### config.mk
export PLATFORM = sky130hd
export DESIGN_NAME = dh_match_ctrl_flat
export DESIGN_NICKNAME = d
export VERILOG_FILES = /design/src/rtl/dh_match_ctrl_if.sv /design/src/rtl/dh_match_ctrl.sv /design/src/flat_wrapper.sv
export SDC_FILE = /design/constraint.sdc
export NUM_CORES = 1
export LEC_CHECK = 0
export BUFFER_PORTS_ARGS = -buffer_cell sky130_fd_sc_hd__clkbuf_2
export CORE_MARGIN = 4
export CORE_UTILIZATION = 50
export CTS_BUF_LIST = sky130_fd_sc_hd__clkbuf_8
export DETAILED_ROUTE_END_ITERATION = 10
export PLACE_DENSITY = 0.78
export SLEW_MARGIN = 20
export SYNTH_ARGS = -nofsm -noshare
export SYNTH_HDL_FRONTEND = slang
export SYNTH_SLANG_ARGS = --single-unit
### constraint.sdc
create_clock -name clk -period 6 [get_ports clk]
set_input_delay 1.2 -clock clk [delete_from_list [all_inputs] [get_ports clk]]
set_output_delay 1.2 -clock clk [all_outputs]
set_load 0.005 [all_outputs]
### src/rtl/dh_match_ctrl_if.sv
// Signal bundle between the Duck Hunt match sequencer, the game datapath and the player-2 link.
// The sequencer attaches through the slave modport; the datapath/link side uses master.
interface dh_match_ctrl_if;
    logic       start;
    logic       local_pause;
    logic [3:0] local_score;
    logic       remote_pause_raw;
    logic [3:0] remote_score_raw;
    logic       game_en;
    logic       score_clr;
    logic [3:0] countdown;
    logic [5:0] time_left;
    logic [3:0] remote_score;
    logic [1:0] winner;
    logic [2:0] phase;

    modport master (
        output start, local_pause, local_score, remote_pause_raw, remote_score_raw,
        input  game_en, score_clr, countdown, time_left, remote_score, winner, phase
    );

    modport slave (
        input  start, local_pause, local_score, remote_pause_raw, remote_score_raw,
        output game_en, score_clr, countdown, time_left, remote_score, winner, phase
    );
endinterface

### src/rtl/dh_match_ctrl.sv
// Two-board Duck Hunt match sequencer: countdown, timed round, pause and result phases.
// Optional macro DH_MATCH_OVERTIME_EN: a draw at time expiry enters a sudden-death OVERTIME phase.
module dh_match_ctrl #(
    parameter int CLK_HZ        = 65_000_000,
    parameter int COUNTDOWN_SEC = 3,
    parameter int ROUND_SEC     = 60,
    parameter int WIN_SCORE     = 15,
    parameter int STABLE_CYC    = 4
) (
    input  logic           clk,
    input  logic           rst,
    dh_match_ctrl_if.slave bus
);
    localparam int PW = (CLK_HZ > 1) ? $clog2(CLK_HZ) : 1;
    localparam int SW = $clog2(STABLE_CYC + 1);

    localparam logic [PW-1:0] PRESC_MAX = PW'(CLK_HZ - 1);
    localparam logic [3:0]    CD_INIT   = 4'(COUNTDOWN_SEC);
    localparam logic [5:0]    TL_INIT   = 6'(ROUND_SEC);
    localparam logic [3:0]    WIN_V     = 4'(WIN_SCORE);
    localparam logic [SW-1:0] STABLE_V  = SW'(STABLE_CYC);

    typedef enum logic [2:0] {
        S_IDLE      = 3'd0,
        S_COUNTDOWN = 3'd1,
        S_PLAY      = 3'd2,
        S_PAUSED    = 3'd3,
        S_RESULT    = 3'd4,
        S_OVERTIME  = 3'd5
    } phase_t;

    // Two-flop synchronizers for the player-2 link: bit 4 is pause, bits 3:0 are the score.
    logic [4:0] raw_vec;
    logic [4:0] sync_vec;
    assign raw_vec = {bus.remote_pause_raw, bus.remote_score_raw};

    genvar gi;
    generate
        for (gi = 0; gi < 5; gi++) begin : g_sync
            logic meta_reg;
            logic sync_reg;
            always_ff @(posedge clk) begin
                if (rst) begin
                    meta_reg <= 1'b0;
                    sync_reg <= 1'b0;
                end else begin
                    meta_reg <= raw_vec[gi];
                    sync_reg <= meta_reg;
                end
            end
            assign sync_vec[gi] = sync_reg;
        end
    endgenerate

    logic [3:0]    rs_sync;
    logic          rp_sync;
    logic [3:0]    cand_reg;
    logic [SW-1:0] run_reg;
    logic [SW-1:0] run_len;
    logic [3:0]    remote_score_reg;

    assign rs_sync = sync_vec[3:0];
    assign rp_sync = sync_vec[4];

    // run_len = number of consecutive cycles the synchronized score has shown its current value.
    assign run_len = (rs_sync != cand_reg) ? SW'(1) :
                     (run_reg == STABLE_V) ? STABLE_V : run_reg + SW'(1);

    always_ff @(posedge clk) begin
        if (rst) begin
            cand_reg         <= 4'd0;
            run_reg          <= '0;
            remote_score_reg <= 4'd0;
        end else begin
            cand_reg <= rs_sync;
            run_reg  <= run_len;
            if (run_len >= STABLE_V) begin
                remote_score_reg <= rs_sync;
            end
        end
    end

    phase_t        phase_reg, phase_next;
    logic [PW-1:0] presc_reg, presc_next;
    logic [3:0]    countdown_reg, countdown_next;
    logic [5:0]    time_left_reg, time_left_next;
    logic [1:0]    winner_reg, winner_next;
    logic          score_clr_reg, score_clr_next;
    logic          game_en_reg, game_en_next;
`ifdef DH_MATCH_OVERTIME_EN
    logic          ot_pause_reg, ot_pause_next;
    logic [3:0]    ot_local_reg, ot_local_next;
    logic [3:0]    ot_remote_reg, ot_remote_next;
    logic          ch_local, ch_remote;
`endif

    logic pause_any;
    logic at_max;
    logic win_local, win_remote;

    assign pause_any  = bus.local_pause | rp_sync;
    assign at_max     = (presc_reg == PRESC_MAX);
    assign win_local  = (bus.local_score >= WIN_V);
    assign win_remote = (remote_score_reg >= WIN_V);
`ifdef DH_MATCH_OVERTIME_EN
    assign ch_local   = (bus.local_score != ot_local_reg);
    assign ch_remote  = (remote_score_reg != ot_remote_reg);
`endif

    always_comb begin
        phase_next     = phase_reg;
        presc_next     = presc_reg;
        countdown_next = countdown_reg;
        time_left_next = time_left_reg;
        winner_next    = winner_reg;
        score_clr_next = 1'b0;
`ifdef DH_MATCH_OVERTIME_EN
        ot_pause_next  = ot_pause_reg;
        ot_local_next  = ot_local_reg;
        ot_remote_next = ot_remote_reg;
`endif
        if (bus.start) begin
            phase_next     = S_COUNTDOWN;
            presc_next     = '0;
            countdown_next = CD_INIT;
            time_left_next = TL_INIT;
            winner_next    = 2'b00;
            score_clr_next = 1'b1;
`ifdef DH_MATCH_OVERTIME_EN
            ot_pause_next  = 1'b0;
`endif
        end else begin
            case (phase_reg)
                S_COUNTDOWN: begin
                    if (at_max) begin
                        presc_next = '0;
                        if (countdown_reg <= 4'd1) begin
                            countdown_next = 4'd0;
                            phase_next     = S_PLAY;
                        end else begin
                            countdown_next = countdown_reg - 4'd1;
                        end
                    end else begin
                        presc_next = presc_reg + PW'(1);
                    end
                end
                S_PLAY: begin
                    // The prescaler only advances on cycles where a tick could actually be taken.
                    if (win_local || win_remote) begin
                        phase_next  = S_RESULT;
                        winner_next = {win_remote, win_local};
                    end else if (pause_any) begin
                        phase_next = S_PAUSED;
`ifdef DH_MATCH_OVERTIME_EN
                        ot_pause_next = 1'b0;
`endif
                    end else if (at_max) begin
                        presc_next = '0;
                        if (time_left_reg <= 6'd1) begin
                            time_left_next = 6'd0;
                            phase_next     = S_RESULT;
                            if (bus.local_score > remote_score_reg) begin
                                winner_next = 2'b01;
                            end else if (bus.local_score < remote_score_reg) begin
                                winner_next = 2'b10;
                            end else begin
`ifdef DH_MATCH_OVERTIME_EN
                                phase_next     = S_OVERTIME;
                                ot_local_next  = bus.local_score;
                                ot_remote_next = remote_score_reg;
`else
                                winner_next    = 2'b11;
`endif
                            end
                        end else begin
                            time_left_next = time_left_reg - 6'd1;
                        end
                    end else begin
                        presc_next = presc_reg + PW'(1);
                    end
                end
                S_PAUSED: begin
                    if (!pause_any) begin
`ifdef DH_MATCH_OVERTIME_EN
                        phase_next = ot_pause_reg ? S_OVERTIME : S_PLAY;
`else
                        phase_next = S_PLAY;
`endif
                    end
                end
`ifdef DH_MATCH_OVERTIME_EN
                S_OVERTIME: begin
                    // Sudden death: whichever score moves first decides the match.
                    if (ch_local || ch_remote) begin
                        phase_next  = S_RESULT;
                        winner_next = {ch_remote, ch_local};
                    end else if (pause_any) begin
                        phase_next    = S_PAUSED;
                        ot_pause_next = 1'b1;
                    end
                end
`endif
                default: ;
            endcase
        end
        game_en_next = (phase_next == S_PLAY) || (phase_next == S_OVERTIME);
    end

    always_ff @(posedge clk) begin
        if (rst) begin
            phase_reg     <= S_IDLE;
            presc_reg     <= '0;
            countdown_reg <= 4'd0;
            time_left_reg <= TL_INIT;
            winner_reg    <= 2'b00;
            score_clr_reg <= 1'b0;
            game_en_reg   <= 1'b0;
`ifdef DH_MATCH_OVERTIME_EN
            ot_pause_reg  <= 1'b0;
            ot_local_reg  <= 4'd0;
            ot_remote_reg <= 4'd0;
`endif
        end else begin
            phase_reg     <= phase_next;
            presc_reg     <= presc_next;
            countdown_reg <= countdown_next;
            time_left_reg <= time_left_next;
            winner_reg    <= winner_next;
            score_clr_reg <= score_clr_next;
            game_en_reg   <= game_en_next;
`ifdef DH_MATCH_OVERTIME_EN
            ot_pause_reg  <= ot_pause_next;
            ot_local_reg  <= ot_local_next;
            ot_remote_reg <= ot_remote_next;
`endif
        end
    end

    assign bus.phase        = phase_reg;
    assign bus.game_en      = game_en_reg;
    assign bus.score_clr    = score_clr_reg;
    assign bus.countdown    = countdown_reg;
    assign bus.time_left    = time_left_reg;
    assign bus.remote_score = remote_score_reg;
    assign bus.winner       = winner_reg;
endmodule

### src/flat_wrapper.sv
// flat-port wrapper written by rule: the top's interface ports become plain ports
module dh_match_ctrl_flat 
#(
    parameter int CLK_HZ        = 65_000_000,
    parameter int COUNTDOWN_SEC = 3,
    parameter int ROUND_SEC     = 60,
    parameter int WIN_SCORE     = 15,
    parameter int STABLE_CYC    = 4
)
  (clk, rst, bus_start, bus_local_pause, bus_local_score, bus_remote_pause_raw, bus_remote_score_raw, bus_game_en, bus_score_clr, bus_countdown, bus_time_left, bus_remote_score, bus_winner, bus_phase);
  dh_match_ctrl_if bus_i ();
  input  logic clk;
  input  logic rst;
  input wire logic [$bits(bus_i.start)-1:0] bus_start;
  input wire logic [$bits(bus_i.local_pause)-1:0] bus_local_pause;
  input wire logic [$bits(bus_i.local_score)-1:0] bus_local_score;
  input wire logic [$bits(bus_i.remote_pause_raw)-1:0] bus_remote_pause_raw;
  input wire logic [$bits(bus_i.remote_score_raw)-1:0] bus_remote_score_raw;
  output wire logic [$bits(bus_i.game_en)-1:0] bus_game_en;
  output wire logic [$bits(bus_i.score_clr)-1:0] bus_score_clr;
  output wire logic [$bits(bus_i.countdown)-1:0] bus_countdown;
  output wire logic [$bits(bus_i.time_left)-1:0] bus_time_left;
  output wire logic [$bits(bus_i.remote_score)-1:0] bus_remote_score;
  output wire logic [$bits(bus_i.winner)-1:0] bus_winner;
  output wire logic [$bits(bus_i.phase)-1:0] bus_phase;
  assign bus_i.start = bus_start;
  assign bus_i.local_pause = bus_local_pause;
  assign bus_i.local_score = bus_local_score;
  assign bus_i.remote_pause_raw = bus_remote_pause_raw;
  assign bus_i.remote_score_raw = bus_remote_score_raw;
  assign bus_game_en = bus_i.game_en;
  assign bus_score_clr = bus_i.score_clr;
  assign bus_countdown = bus_i.countdown;
  assign bus_time_left = bus_i.time_left;
  assign bus_remote_score = bus_i.remote_score;
  assign bus_winner = bus_i.winner;
  assign bus_phase = bus_i.phase;
  dh_match_ctrl #(.CLK_HZ(CLK_HZ), .COUNTDOWN_SEC(COUNTDOWN_SEC), .ROUND_SEC(ROUND_SEC), .WIN_SCORE(WIN_SCORE), .STABLE_CYC(STABLE_CYC)) u_core (.clk(clk), .rst(rst), .bus(bus_i));
endmodule
Word-level counts from Yosys, hierarchy flattened. Index checks and enable logic that the tools add are counted.

Add/sub/neg operators: 4. Order comparisons: 7. Equal/unequal tests: 11. Mux-type cells: 27. Bitwise gates (word level): 3. Reductions and logical operators: 13.

Operators with widths (number): $mux W26 (3); $pmux W26 S2 (1); $mux W3 (10); $add A26 B1 Y26 const B (1); $eq A26 B26 Y1 const B (1); $mux W2 (8); $reduce_bool A2 Y1 (5); $eq A3 B2 Y1 const B (3); $pmux W3 S3 (1); $ge A4 B4 Y1 const B (2); $reduce_and A4 Y1 (2); $eq A3 B3 Y1 const B (2); $le A6 B1 Y1 const B (1); $mux W6 (1); $ne A2 B2 Y1 const B (3); $sub A6 B1 Y6 const B (1); $gt A4 B4 Y1 (1); $le A4 B1 Y1 const B (1); $lt A4 B4 Y1 (1); $mux W4 (1); $ne A4 B4 Y1 (1); $reduce_and A2 Y1 (2); $sub A4 B1 Y4 const B (1); $add A3 B1 Y3 const B (1); 8 further kinds (11).

Flip-flop bits (word level): 64. Bits of input ports: 13. Output and inout port bits: 21. Logic and storage cells: 86.

Logic depth before layout (Yosys ltp). Gate-level depths: netlist (run 1).

Word-level depth: 9. Depth in mapped cells: 8. Mapped depth without buffers: 7.

Worst setup path after synthesis (run 1). OpenSTA, ideal clock, no wires.

Path kind: input port to flip-flop. From: input port bus_local_score[1]. To: register u_core.presc_reg[20]. Data arrival time: 2.950 ns. Data required time: 5.870 ns. Path slack: 2.920 ns. Cell stages on the path: 8. Cells stage by stage: and4_1 > clkbuf_1 > o41a_1 > or2_1 > buf_6 > buf_2 > o41ai_1 > a21oi_1.

Longest elaborated chain between the ends: 4.

RTL lines: from (decl) (RTL line flat_wrapper.sv:16) `input wire logic [$bits(bus_i.local_score)-1:0] bus_local_score;`; $ge A4 B4 Y1 (RTL line dh_match_ctrl.sv:103) `assign win_local = (bus.local_score >= WIN_V);`; $logic_or A1 B1 Y1 (RTL line dh_match_ctrl.sv:149) `if (win_local || win_remote) begin`; $ne A2 B2 Y1 (no line); $reduce_and A3 Y1 (no line); to (signal assigned) (RTL line dh_match_ctrl.sv:225) `presc_reg <= presc_next;`; to (decl) (RTL line dh_match_ctrl.sv:84) `logic [PW-1:0] presc_reg, presc_next;`.

Every way passes these cells. A chain may end at the register's enable or synchronous reset.

Worst setup path in the final report (run 1).
From: input port bus_local_score[1]. To: register u_core.presc_reg[11].

The elaborated chain is that of the path after synthesis.

==> results of run 1 <==
-- layer usage --
layer / routed length [um] / track usage [%]
met2: 3030 / 29.2
met1: 2960 / 23.3
met4: 169 / 10.6
met5: 0 / 0
met3: 258 / 4.07
-- critical path, delay by kind of cell --
family	cells	cell delay [ns]
compound gates	2	1.54
buf+inv	1	0.10
simple gates	3	0.92
-- layout make-up --
cell class,instances,area [um2]
clock buffers,9,124
clock inverters,7,88.8
fillers,544,2490
inverters,13,48.8
multi-input cells,257,1700
flip-flops and latches,64,1280
well taps,75,93.8
repair buffers,33,165
-- power breakdown --
group | switching, uW | internal, uW | total, uW
Clock | 166 | 231 | 397
Combinational | 29.2 | 17.7 | 46.9
Sequential | 4.81 | 432 | 437
-- path summary, 6_finish.rpt --
kind	startpoint	slack, ns	depth (start not counted)	end
worst max-delay path	bus_local_score[1]	2.42	6	u_core.presc_reg[11]$_SDFFE_PP0P_
worst min-delay path	u_core.g_sync[0].meta_reg$_SDFF_PP0_	0.44	1	u_core.g_sync[0].sync_reg$_SDFF_PP0_
worst max register to register	u_core.bus.remote_score[2]$_SDFFE_PP0P_	3.02	5	u_core.presc_reg[11]$_SDFFE_PP0P_
worst min register to register	u_core.g_sync[0].meta_reg$_SDFF_PP0_	0.44	1	u_core.g_sync[0].sync_reg$_SDFF_PP0_
-- synth_stat cells, types with 11 or more instances --
master	instances
ha_1	11
clkbuf_1	16
nor2b_1	16
nand3_1	13
nor2_1	31
inv_1	13
nor3_1	13
dfxtp_1	64
nand4_1	12
a21oi_1	22
xnor2_1	20
nand2_1	18
-- stage by stage --
step	hold slack [ns]	area, um2
6_report	0.439	3500
5_1_grt	0.462	3500
4_1_cts	0.441	3500
3_5_place_dp	0.425	3290
3_3_place_gp	0.420	3290
2_1_floorplan	0.414	3120
-- cell families (layout without fill, tap and decap cells) --
logic type,Yosys count,in the layout
mux,3,3
fa+ha+maj,11,11
compound gates,61,61
flops,64,64
xor+xnor,20,20
simple gates,162,162
buf+inv,34,62
==> summary.md, run 1 <==
| Metric | Value |
|---|---|
| Number of H-tree levels | `3` |
| First-pass GRT wire length | `11,200 um` |
| Highest attainable clock frequency | `0.279 GHz` |
| Clock slew at reported path FFs | `0.07 ns` |
| Startpoint class of the critical path | `input pin` |
| Number of enable flip-flop cells after synthesis | `0` |
| Portion of synthesized cell area occupied by the leading cell type | `41.1%` |
| Share of layout cells above drive strength 1 | `16.7%` |
| Total count of max-transition violations in the final report | `0` |
| Power, Total | `881 uW` |
| Overall die width | `87 um` |
| Non-filler instance count after layout | `458` |
| Basic-gate share of the synthesized area counting and, or, nand and nor cells | `30.4%` |
| Post-synthesis cell type count | `55` |
| Largest register FFs | `26` |
| Dominant cells by area after synthesis | `dfxtp_1 (41%), xnor2_1 (5.6%), ha_1 (4.4%), nor2_1 (3.7%), a21oi_1 (3.5%)` |
| Signed area change from the synthesized netlist to the final layout | `12.2%` |
| Bufs on Longest Clock Path | `2` |
| Slew headroom | `34.7%` |
| Total nets after synthesis | `379` |
| Number of nets still failing antenna checks after routing | `0` |
| Run status | `completed` |
| Count of buffers inserted at the top-level ports | `33` |
| Later-pin clock latency in the skew report | `0.34 ns` |
| Part of the cycle the worst path needs | `59.6%` |
| Most instantiated flip-flop cell in the synthesis netlist | `dfxtp_1` |
| Total of max-cap violations | `0` |
| Delay of the slowest cell on the worst path | `0.87 ns` |
| Share of cell area taken by muxes after synthesis | `0.962%` |
| Sum Neg Setup Slack | `0 ns` |
| Data required time at the worst endpoint | `6.19 ns` |
| Cells traversed along the worst timing path | `clkbuf_2, and4_1, o41a_1, or2_1, o21ai_2, nor2_1` |
| Number of global-route vias before repair | `2,503` |
| Top-level I/O count | `34` |
| Quantity of hold-fixing buffers added after cts | `0` |
| Core area | `0.00599 mm2` |
| Instance count of the mapped netlist | `355` |
| Hold Crit Class | `flip-flop to flip-flop` |
| Number of diodes added for antenna fixing | `0` |
| Vias after detailed routing | `2,642` |
| Critical path type | `input pin to flip-flop` |
| Die footprint | `0.00757 mm2` |
| Die Y-Extent | `87 um` |
| Overall routed net length | `6420 um` |
| Final worst-path setup slack | `2.42 ns` |
| Initial antenna violation count | `0` |
| Highest-count cells in the layout ignoring fill and taps | `dfxtp_1 (64), clkbuf_2 (33), nor2_1 (31)` |
| Global placer's final weighted congestion | `0.807` |
| Worst-case vdd ir drop | `0.260 mV` |
| Largest family of logic cells by synthesized area | `simple AND/OR/NAND/NOR gates` |
| Static leakage power | `0.00122 uW` |
| Effective utilization at floorplan | `52.1%` |
| Post-synthesis instance area | `0.00312 mm2` |
| Fin. Hold Viols | `0` |
| Num rows | `28` |
| Areal power density over the cells | `252 mW/mm2` |
| Synthesized-area fraction occupied by adder cells | `4.41%` |
| Layout Utilization | `58.5%` |
| Root buffer cell | `clkbuf_8` |
| Gr usage total | `18.5%` |
| Layout net count | `402` |
| Slowest library cell on the worst path | `o21ai_2` |
| Vias per std cell | `5.77` |
| Maximum number of pins on one net before global-route repair | `29` |
| Yosys reg bits | `64` |
| Post-CTS Setup Bufs | `0` |
| Fraction of registers with async set or reset after synthesis | `0%` |
| First-pass DRT Iterations | `4` |
| Clk sinks | `64` |
| Shortest period the worst path allows | `3.58 ns` |
| Worst Max-Slew Pin Slew | `0.979 ns` |
| Overflow left after global routing | `0` |
| Remaining design rule violation count | `0` |
| Synth Area in Compound Gates | `13.1%` |
| TritonCTS clock tree | `yes` |
| Resize count post-CTS | `0` |
| Sequential fraction of the synthesis area | `41.1%` |
| Setup Slack @ Placement | `2.08 ns` |
| Setup-failing EPs final | `0` |
| Xor and xnor fraction of the mapped netlist area | `5.61%` |
| Post-route clock skew | `0.00316 ns` |
| Unrepaired setup endpoints after global routing | `false` |
| Mean cell area of the mapped netlist | `8.79 um2` |
| Ys Warns | `0` |
| Cell accounting for the most synthesized area | `dfxtp_1` |
| Arrival @ worst endpoint | `3.77 ns` |
| Cell count after placement | `442` |
| CP Capture Type | `flip-flop` |
| Mean routed wirelength per cell | `14.0 um` |
| Clock buffers created by TritonCTS | `9` |
| Iteration-0 DRC count of the detailed router | `136` |
| Most common cell after layout, fill and taps aside | `dfxtp_1` |
| Largest fanout of any net on the critical path | `25` |
| DP HPWL | `4500 um` |
Note: power is estimated with default switching activity, not from simulation.
==> run 2, diff against run 1 <==
- PLACE_DENSITY: 0.78 -> 0.8
- clock period: 6 -> 3.1 ns (I/O delays scaled with it)
==> run 2 against run 1 <==
Clock power increased by 120%. Register-to-register slack got worse by 2.4 ns. Critical endpoint is now u_core.bus.winner[0]$_SDFFE_PP0P_. Critical path type is now flip-flop to flip-flop. Clock-buffer cell count increased by 1. Sequential share of layout area decreased by 0.72 points. Core utilization increased by 1.2 points.
==> summary.md, run 2 (synthesis results as in run 1) <==
| Metric | Value |
|---|---|
| Capture instance of the worst register-to-register path | `u_core.bus.winner[0]$_SDFFE_PP0P_ (was u_core.presc_reg[11]$_SDFFE_PP0P_)` |
| Worst Max-Slew Pin Slew | `0.588 ns (was 0.979 ns)` |
| Arrival @ worst endpoint | `2.77 ns (was 3.77 ns)` |
| Fin. Hold Viols | `0 (unchanged)` |
| Total of max-cap violations | `0 (unchanged)` |
| Most common cell after layout, fill and taps aside | `dfxtp_1 (unchanged)` |
| Gr usage total | `18.9% (was 18.5%)` |
| Run status | `completed (unchanged)` |
| Quantity of hold-fixing buffers added after cts | `0 (unchanged)` |
| Later-pin clock latency in the skew report | `0.34 ns (about the same)` |
| Worst flop-to-flop path startpoint | `u_core.presc_reg[7]$_SDFFE_PP0P_ (was u_core.bus.remote_score[2]$_SDFFE_PP0P_)` |
| Shortest period the worst path allows | `2.53 ns` |
| Post-CTS Setup Bufs | `0 (unchanged)` |
| Count of buffers inserted at the top-level ports | `33 (unchanged)` |
| Hold Crit Endpoint | `u_core.g_sync[3].sync_reg$_SDFF_PP0_ (was u_core.g_sync[0].sync_reg$_SDFF_PP0_)` |
| Worst R2R Setup Slack | `0.57 ns (was 3.02 ns)` |
| Slew headroom | `60.8% (was 34.7%)` |
| Critical hold path startpoint | `u_core.g_sync[3].meta_reg$_SDFF_PP0_ (was u_core.g_sync[0].meta_reg$_SDFF_PP0_)` |
| Maximum number of pins on one net before global-route repair | `29 (unchanged)` |
| Highest-count cells in the layout ignoring fill and taps | `dfxtp_1 (64), clkbuf_2 (33), nor2_1 (31) (unchanged)` |
| Areal power density over the cells | `509 mW/mm2 (was 252 mW/mm2)` |
| Overall die width | `87 um (unchanged)` |
| Total count of max-transition violations in the final report | `0 (unchanged)` |
| Number of H-tree levels | `3 (unchanged)` |
| Part of the cycle the worst path needs | `81.6%` |
| Unrepaired setup endpoints after global routing | `false (unchanged)` |
| Slowest library cell on the worst path | `or4b_4 (was o21ai_2)` |
| Overall routed net length | `6480 um (was 6420 um)` |
| Layout Utilization | `59.6% (was 58.5%)` |
| Worst-case vdd ir drop | `0.376 mV (was 0.260 mV)` |
| Highest attainable clock frequency | `0.396 GHz` |
| Global placer's final weighted congestion | `0.771 (was 0.807)` |
| Share of layout cells above drive strength 1 | `18.0% (was 16.7%)` |
| Largest register FFs | `26 (unchanged)` |
| Effective utilization at floorplan | `52.1% (unchanged)` |
| First-pass DRT Iterations | `4 (unchanged)` |
| Initial antenna violation count | `0 (unchanged)` |
| Resize count post-CTS | `0 (unchanged)` |
| CP Capture Type | `flip-flop (unchanged)` |
| Number of global-route vias before repair | `2,636 (was 2,503)` |
| Largest fanout of any net on the critical path | `9 (was 25)` |
| Fillers | `514 (was 544)` |
| Mean routed wirelength per cell | `14.0 um (about the same)` |
| Remaining design rule violation count | `0 (unchanged)` |
| Iteration-0 DRC count of the detailed router | `178 (was 136)` |
| Num rows | `28 (unchanged)` |
| Bufs on Longest Clock Path | `2 (unchanged)` |
| Startpoint class of the critical path | `flip-flop (was input pin)` |
| Core area | `0.00599 mm2 (unchanged)` |
| Hold Crit Class | `flip-flop to flip-flop (unchanged)` |
| Signed area change from the synthesized netlist to the final layout | `14.5% (was 12.2%)` |
| Reg2Reg Depth | `5 (unchanged)` |
| TritonCTS clock tree | `yes (unchanged)` |
| Cells traversed along the worst timing path | `or4b_4, nor4_4, nand4b_1, a2111o_1, o211a_1 (was clkbuf_2, and4_1, o41a_1, or2_1, o21ai_2, nor2_1)` |
| Post-route clock skew | `0.00608 ns (was 0.00316 ns)` |
| Die Y-Extent | `87 um (unchanged)` |
| Vias after detailed routing | `2,688 (was 2,642)` |
| Overflow left after global routing | `0 (unchanged)` |
| Top-level I/O count | `34 (unchanged)` |
| Static leakage power | `0.00126 uW (was 0.00122 uW)` |
| DP HPWL | `4440 um (was 4500 um)` |
| Data required time at the worst endpoint | `3.34 ns (was 6.19 ns)` |
| Critical path type | `flip-flop to flip-flop (was input pin to flip-flop)` |
| Clk sinks | `64 (unchanged)` |
| Die footprint | `0.00757 mm2 (unchanged)` |
| Root buffer cell | `clkbuf_8 (unchanged)` |
| Number of diodes added for antenna fixing | `0 (unchanged)` |
| Worst hold path stage count | `1 (unchanged)` |
| Number of nets still failing antenna checks after routing | `0 (unchanged)` |
| Clock slew at reported path FFs | `0.07 ns (about the same)` |
| Vias per std cell | `5.81 (was 5.77)` |
| Setup-failing EPs final | `0 (unchanged)` |
| Sum Neg Setup Slack | `0 ns (unchanged)` |
| Clock buffers created by TritonCTS | `9 (unchanged)` |
| Delay of the slowest cell on the worst path | `0.56 ns (was 0.87 ns)` |
| First-pass GRT wire length | `11,600 um (was 11,200 um)` |
| Layout net count | `407 (was 402)` |
## run 2: metrics by stage
step	hold WS, ns	instances	power, uW	worst slack [ns]	cell area [um2]
finish	0.444	463	1820	0.572	3570
global placement	0.419	447	954	0.507	3330
global route	0.460	463	1880	0.390	3570
floorplan	0.414	355	930	0.600	3120
CTS	0.448	463	1830	0.570	3570
detailed placement	0.430	447	957	0.432	3330
## run 2: worst max-delay path by stage
stage / start / end / slack [ns] / depth (start not counted)
after global routing: u_core.presc_reg[7]$_SDFFE_PP0P_ / u_core.bus.winner[0]$_SDFFE_PP0P_ / 0.39 / 5
after CTS: u_core.presc_reg[7]$_SDFFE_PP0P_ / u_core.bus.winner[0]$_SDFFE_PP0P_ / 0.57 / 5
final: u_core.presc_reg[7]$_SDFFE_PP0P_ / u_core.bus.winner[0]$_SDFFE_PP0P_ / 0.57 / 5
after global placement: bus_local_score[1] / u_core.presc_reg[24]$_SDFFE_PP0P_ / 0.51 / 6
after floorplan: bus_local_score[1] / u_core.presc_reg[20]$_SDFFE_PP0P_ / 0.60 / 8
after detailed placement: bus_local_score[1] / u_core.presc_reg[21]$_SDFFE_PP0P_ / 0.43 / 6
## run 2: layer usage
| metal | GRT usage (%) | part of all wire, % |
|---|---|---|
| met1 | 23.6 | 46 |
| met2 | 30.6 | 48 |
| met3 | 4.92 | 4.4 |
| met4 | 8.22 | 1.1 |
| met5 | 0 | 0 |
## run 2: critical path, delay by kind of cell (launching register included)
family | cells | cell delay [ns]
compound gates | 2 | 0.60
flops | 1 | 0.35
simple gates | 3 | 1.46
## run 2: report_power, final
| group | leakage, uW | internal (uW) | total [uW] | switching (uW) |
|---|---|---|---|---|
| Clock | 0.000128 | 553 | 879 | 326 |
| Combinational | 0.000611 | 35.9 | 91.6 | 55.8 |
| Sequential | 0.000520 | 837 | 846 | 9.39 |
| Total | 0.00126 | 1430 | 1820 | 391 |
## run 2: layout make-up
type	count	area [um2]	area share [%]
clock buffers	10	138	3.85
clock inverters	6	108	3.01
inverters	13	48.8	1.37
flip-flops and latches	64	1280	35.9
well taps	75	93.8	2.63
repair buffers	38	203	5.67
multi-input cells	257	1700	47.6
